### src/rtl/node_fifo_validready.sv
// -----------------------------------------------------------------------------
// node_fifo_validready
//
// Synchronous FIFO stage with valid/ready handshakes on both sides. It sits
// behind a pipelined valid/ready node and absorbs the beat that is still in
// flight when that node sees ready drop, plus downstream backpressure bursts.
// up_ready_out is a flop and depends only on FIFO occupancy, so there is no
// combinational path from dn_ready_in to up_ready_out.
//
// Optional feature (macro NODE_FIFO_BYPASS_EN):
//   When the FIFO is empty, an upstream beat is also presented to downstream
//   in the same cycle. If downstream takes it, the beat is never written.
//   This adds combinational valid/data paths from input to output. The ready
//   path is unchanged. With the macro undefined, every output comes from
//   registered state.
//
// Parameters:
//   WIDTH - payload width in bits
//   DEPTH - number of entries (power of two, >= 2)
//
// Ports:
//   clk           clock; all state updates on the rising edge
//   rst           asynchronous active-high reset
//   data_in       payload from upstream
//   up_valid_in   upstream valid
//   up_ready_out  to upstream: registered, high when FIFO is not full
//   data_out      payload to downstream (zero when dn_valid_out is low)
//   dn_valid_out  to downstream: an entry is available
//   dn_ready_in   downstream ready
//   count         current occupancy, 0..DEPTH
// -----------------------------------------------------------------------------
module node_fifo_validready #(
    parameter int WIDTH = 32,
    parameter int DEPTH = 4
) (
    input  logic                     clk,
    input  logic                     rst,
    input  logic [WIDTH-1:0]         data_in,
    input  logic                     up_valid_in,
    output logic                     up_ready_out,
    output logic [WIDTH-1:0]         data_out,
    output logic                     dn_valid_out,
    input  logic                     dn_ready_in,
    output logic [$clog2(DEPTH):0]   count
);

    localparam int AW = $clog2(DEPTH);  // index bits
    localparam int PW = AW + 1;         // pointer bits, MSB is the wrap bit

    logic [WIDTH-1:0] mem [DEPTH];

    logic [PW-1:0] wr_ptr_q, wr_ptr_d;
    logic [PW-1:0] rd_ptr_q, rd_ptr_d;
    logic [PW-1:0] count_q,  count_d;
    logic          ready_q,  ready_d;

    logic          empty;
    logic          full;
    logic          push;
    logic          pop_mem;
    logic [AW-1:0] wr_idx;
    logic [AW-1:0] rd_idx;

    assign wr_idx = wr_ptr_q[AW-1:0];
    assign rd_idx = rd_ptr_q[AW-1:0];

    // Same index with different wrap bits means the write pointer has lapped
    // the read pointer exactly once.
    assign empty = (wr_ptr_q == rd_ptr_q);
    assign full  = (wr_idx == rd_idx) && (wr_ptr_q[AW] != rd_ptr_q[AW]);

`ifdef NODE_FIFO_BYPASS_EN
    logic bypass;

    // ready_q gates the bypass too: a beat upstream is not allowed to hand
    // over (for example during the first cycle after reset) must not leak out.
    assign bypass       = empty & up_valid_in & ready_q & dn_ready_in;
    assign dn_valid_out = empty ? (up_valid_in & ready_q) : 1'b1;
    assign data_out     = !empty      ? mem[rd_idx] :
                          dn_valid_out ? data_in     : '0;
    // A bypassed beat is consumed directly and never touches storage.
    assign push         = up_valid_in & ready_q & ~full & ~bypass;
`else
    assign dn_valid_out = !empty;
    assign data_out     = dn_valid_out ? mem[rd_idx] : '0;
    // ~full is redundant with ready_q; it keeps storage safe regardless.
    assign push         = up_valid_in & ready_q & ~full;
`endif

    // Only stored entries are popped from memory.
    assign pop_mem = ~empty & dn_ready_in;

    // NOTE: every signal assigned in always_comb gets a default on entry, so
    // no path leaves it unassigned and no latch is inferred.
    always_comb begin
        wr_ptr_d = wr_ptr_q;
        rd_ptr_d = rd_ptr_q;
        count_d  = count_q;
        if (push) begin
            wr_ptr_d = wr_ptr_q + PW'(1);
        end
        if (pop_mem) begin
            rd_ptr_d = rd_ptr_q + PW'(1);
        end
        count_d = count_q + PW'(push) - PW'(pop_mem);
        // Ready looks at next occupancy, so a pop while full only reopens the
        // input on the following cycle (one bubble, no comb ready path).
        ready_d = (count_d != PW'(DEPTH));
    end

    // NOTE: sequential state uses non-blocking assignments so every flop
    // samples its pre-edge inputs, independent of statement order.
    always_ff @(posedge clk or posedge rst) begin
        if (rst) begin
            wr_ptr_q <= '0;
            rd_ptr_q <= '0;
            count_q  <= '0;
            ready_q  <= 1'b0;
        end else begin
            wr_ptr_q <= wr_ptr_d;
            rd_ptr_q <= rd_ptr_d;
            count_q  <= count_d;
            ready_q  <= ready_d;
        end
    end

    // NOTE: storage has no reset; the pointers define which entries are
    // valid and data_out is forced to zero when nothing is valid.
    always_ff @(posedge clk) begin
        if (push) begin
            mem[wr_idx] <= data_in;
        end
    end

    assign up_ready_out = ready_q;
    assign count        = count_q;

endmodule

### config.mk
export PLATFORM = sky130hd
export DESIGN_NAME = node_fifo_validready
export DESIGN_NICKNAME = d
export VERILOG_FILES = /design/src/rtl/node_fifo_validready.sv
export SDC_FILE = /design/constraint.sdc
export NUM_CORES = 1
export LEC_CHECK = 0
export CAP_MARGIN = 20
export CORE_MARGIN = 4
export CORE_UTILIZATION = 40
export CTS_CLUSTER_DIAMETER = 80
export DETAILED_ROUTE_END_ITERATION = 16
export PLACE_DENSITY = 0.62
export SYNTH_ARGS = -nofsm -noshare
export SYNTH_HDL_FRONTEND = slang
export SYNTH_SLANG_ARGS = --single-unit
### constraint.sdc
create_clock -name clk -period 3.8 [get_ports clk]
set_input_delay 0.76 -clock clk [delete_from_list [all_inputs] [get_ports clk]]
set_output_delay 0.76 -clock clk [all_outputs]
set_load 0.02 [all_outputs]
==> impl_metrics.py <==
metrics = {
    "sta": {
        "tns_ps": 0,
        "hold_viol": 0,
        "worst_slew_pin_slew_ps": 548,
        "relSlewSlack_pct": 63.5,
        "slew_violations": 0,
        "fmax_mhz": 303,
        "fin_crit_ps": 3300,
        "setup_viol_count_final": 0,
        "fin_ws_ps": 497,
        "rsz0062_at_grt": "no",
        "fin_crit_sh_pct": 86.9,
        "skew_ps": 7.58,
    },
    "routing": {
        "drtPass1Iterations": 4,
        "finalWirelength_mm": 10.2,
        "drt-initial-drc-count": 137,
        "viasPerCell": 4.94,
        "wl_per_cell_um": 19.0,
        "drc": 0,
        "ant_nets": 0,
        "vias": 2645,
    },
    "synthesis": {
        "synth-compound-area-share_pct": 1.21,
        "synth_mux_area_share_pct": 13.6,
        "synth_xor_area_share_pct": 1.92,
        "synth_top_family_by_area": "multiplexers",
        "yosys.area_share.simple_pct": 4.77,
        "yosysUniqueCellTypes": 28,
        "syn_inst": 257,
        "synth_adder_area_share_pct": 1.96,
        "ys_ff_latch": 138,
        "yosysSeqAreaShare_pct": 74.7,
        "yosys_warnings": 0,
        "netlist_area_um2": 5480,
        "synthesis.nets": 301,
        "avgSynthCellArea_um2": 21.3,
    },
    "worst_hold_path": {
        "hold_path_end": "count[0]",
        "hold_class": "register to register",
        "min_from": "count[0]",
        "hold_depth": 1,
    },
    "power_and_ir_drop": {
        "p_per_area_nw_per_um2": 961,
        "peakVddDrop_mv": 0.413,
        "cellLeakagePower_uw": 0.00240,
    },
    "layout": {
        "nNetsFinal": 390,
        "n_fill_cell": 1074,
        "multi_input_area_um2": 1310,
        "post-route-util_pct": 53.2,
        "seq_area_um2": 4100,
        "antenna_cells": 0,
        "syn_to_final_growth_pct": 29.6,
        "drive_gt1_share_pct": 23.7,
    },
    "die": {
        "dieArea_um2": 15600,
        "start_util_pct": 41.0,
        "io_pins": 73,
        "die_w_um": 125,
        "core_region_area_um2": 13300,
        "row_count": 42,
        "die_h_um": 125,
    },
    "worst_setup_path": {
        "path_class": "register to output pin",
        "r2r_cells": 10,
        "cp-end-kind": "output pin",
        "start_kind": "register",
        "cp_max_fo": 24,
        "required_ps": 3040,
        "rr_endpoint": "up_ready_out",
        "reg2reg_slack_ps": 1190,
        "worstPathArrival_ps": 2540,
        "reg2reg_from": "wr_ptr_q[0]",
    },
    "global_routing": {
        "grt_pass1_wl_mm": 16.1,
        "overflow": 0,
        "grt_pass1_vias": 2901,
        "grt_use_total_pct": 13.8,
        "antenna_found_initial": 0,
        "grt_max_degree": 35,
    },
    "run_status": {
        "status": "completed",
    },
    "cts": {
        "post_cts_buffers": 0,
        "clk_latency_ps": 420,
        "cts_sinks": 138,
        "htree_num_levels": 4,
        "cts_buffers": 17,
        "cts.clk_slew.worst_paths_ps": 60,
        "cts.repair.resized": 0,
        "cts_hold_buf": 0,
        "cts_root_buffer": "clkbuf_16",
        "cts_tree": "built",
        "clockBufferDepth": 2,
    },
    "place": {
        "place_ws_ps": 831,
        "place_congestion": 0.675,
        "hpwl_mm": 6.33,
        "portBuffers": 72,
    },
    "flow_run": {
        "maxCapViolations": 0,
    },
}
-- power by group --
part	switching, µW	total, µW	internal, µW
registers	120	2170	2050
clock network	621	1780	1160
logic	1490	2870	1370
total	2230	6820	4590
-- cell usage in the layout, fill, tap and decap left out, types with 2 or more instances in the layout --
cell type          n
xnor2_1            6
inv_1              9
bufinv_16          5
and2_2             3
inv_6              2
clkdlybuf4s50_1   72
clkinv_4           2
dfrtp_2            2
mux4_2            32
buf_4              8
ha_1               7
clkbuf_16         17
nand2_1            2
edfxtp_1         128
clkinv_2           2
clkinvlp_4         3
nor2b_1           32
dfrtp_1            8
-- registers in the layout, indices dropped and copies added (netlist names) --
register / flops
count: 3
mem: 128
rd_ptr_q: 3
wr_ptr_q: 3
up_ready_out: 1
-- worst max path at each step --
stage,start,end,cells past startpoint
global placement,up_valid_in,up_ready_out,10
global route,rd_ptr_q[0],data_out[19],4
floorplan,rd_ptr_q[0],mem[3][0],4
CTS,rd_ptr_q[0],data_out[11],4
finish,rd_ptr_q[0],data_out[10],4
detailed placement,up_valid_in,up_ready_out,10
-- cells by family after synthesis --
kind of cell | count (synthesis)
fa+ha+maj | 8
xor+xnor | 9
compound gates | 5
mux | 34
buf+inv | 20
simple gates | 43
flops | 138
-- synth_stat cells (all sizes together) --
master  number  area share [%]
buf          8            0.96
and2         3            0.34
nand3        1           0.091
inv          9            0.62
nor2         2            0.14
fa           1            0.37
xor2         3            0.96
nor2b       32             3.7
o311a        1            0.39
clkbuf       3            0.21
mux2         2            0.48
nor3         2            0.27
o21bai       1            0.14
edfxtp     128              70
mux4        32              13
o31ai        1            0.39
o211ai       1            0.14
dfrtp       10             4.6
or4          1            0.14
xnor2        6            0.96
nand2        2            0.14
o311ai       1            0.16
ha           7             1.6
-- routing by layer --
layer  global-route usage [%]  vias to the layer above  wire [µm]
li1                         -                     1197          -
met1                     17.6                     1369       4440
met2                     21.7                       66       5070
met3                     5.03                       13        483
met4                     5.55                        0        164
met5                        0                        -          0
-- per-stage QoR --
step           total power (µW)  instances  hold WS (ps)  cell area, µm²
6_report                   6820        535           551            7100
5_1_grt                    7170        535           601            7100
3_3_place_gp               5110        503           537            6460
2_1_floorplan              3940        257           514            5480
4_1_cts                    6940        535           557            7100
3_5_place_dp               5140        503           545            6460
-- critical path, cell delays in order (launching register included) --
cell and delay [ps]:
dfrtp_2 390, buf_4 440, mux4_2 570, nor2b_1 160, clkdlybuf4s50_1 540
-- cell type report --
class                           instances  area share, %
Sequential cell                       138           57.7
Multi-Input combinational cell         99           18.4
Tap cell                              176           3.10
Clock buffer                           17           5.99
Timing Repair Buffer                   81           11.3
Clock inverter                         15           3.12
Inverter                                9          0.476
No activity file was read; power rests on OpenSTA's default activity.
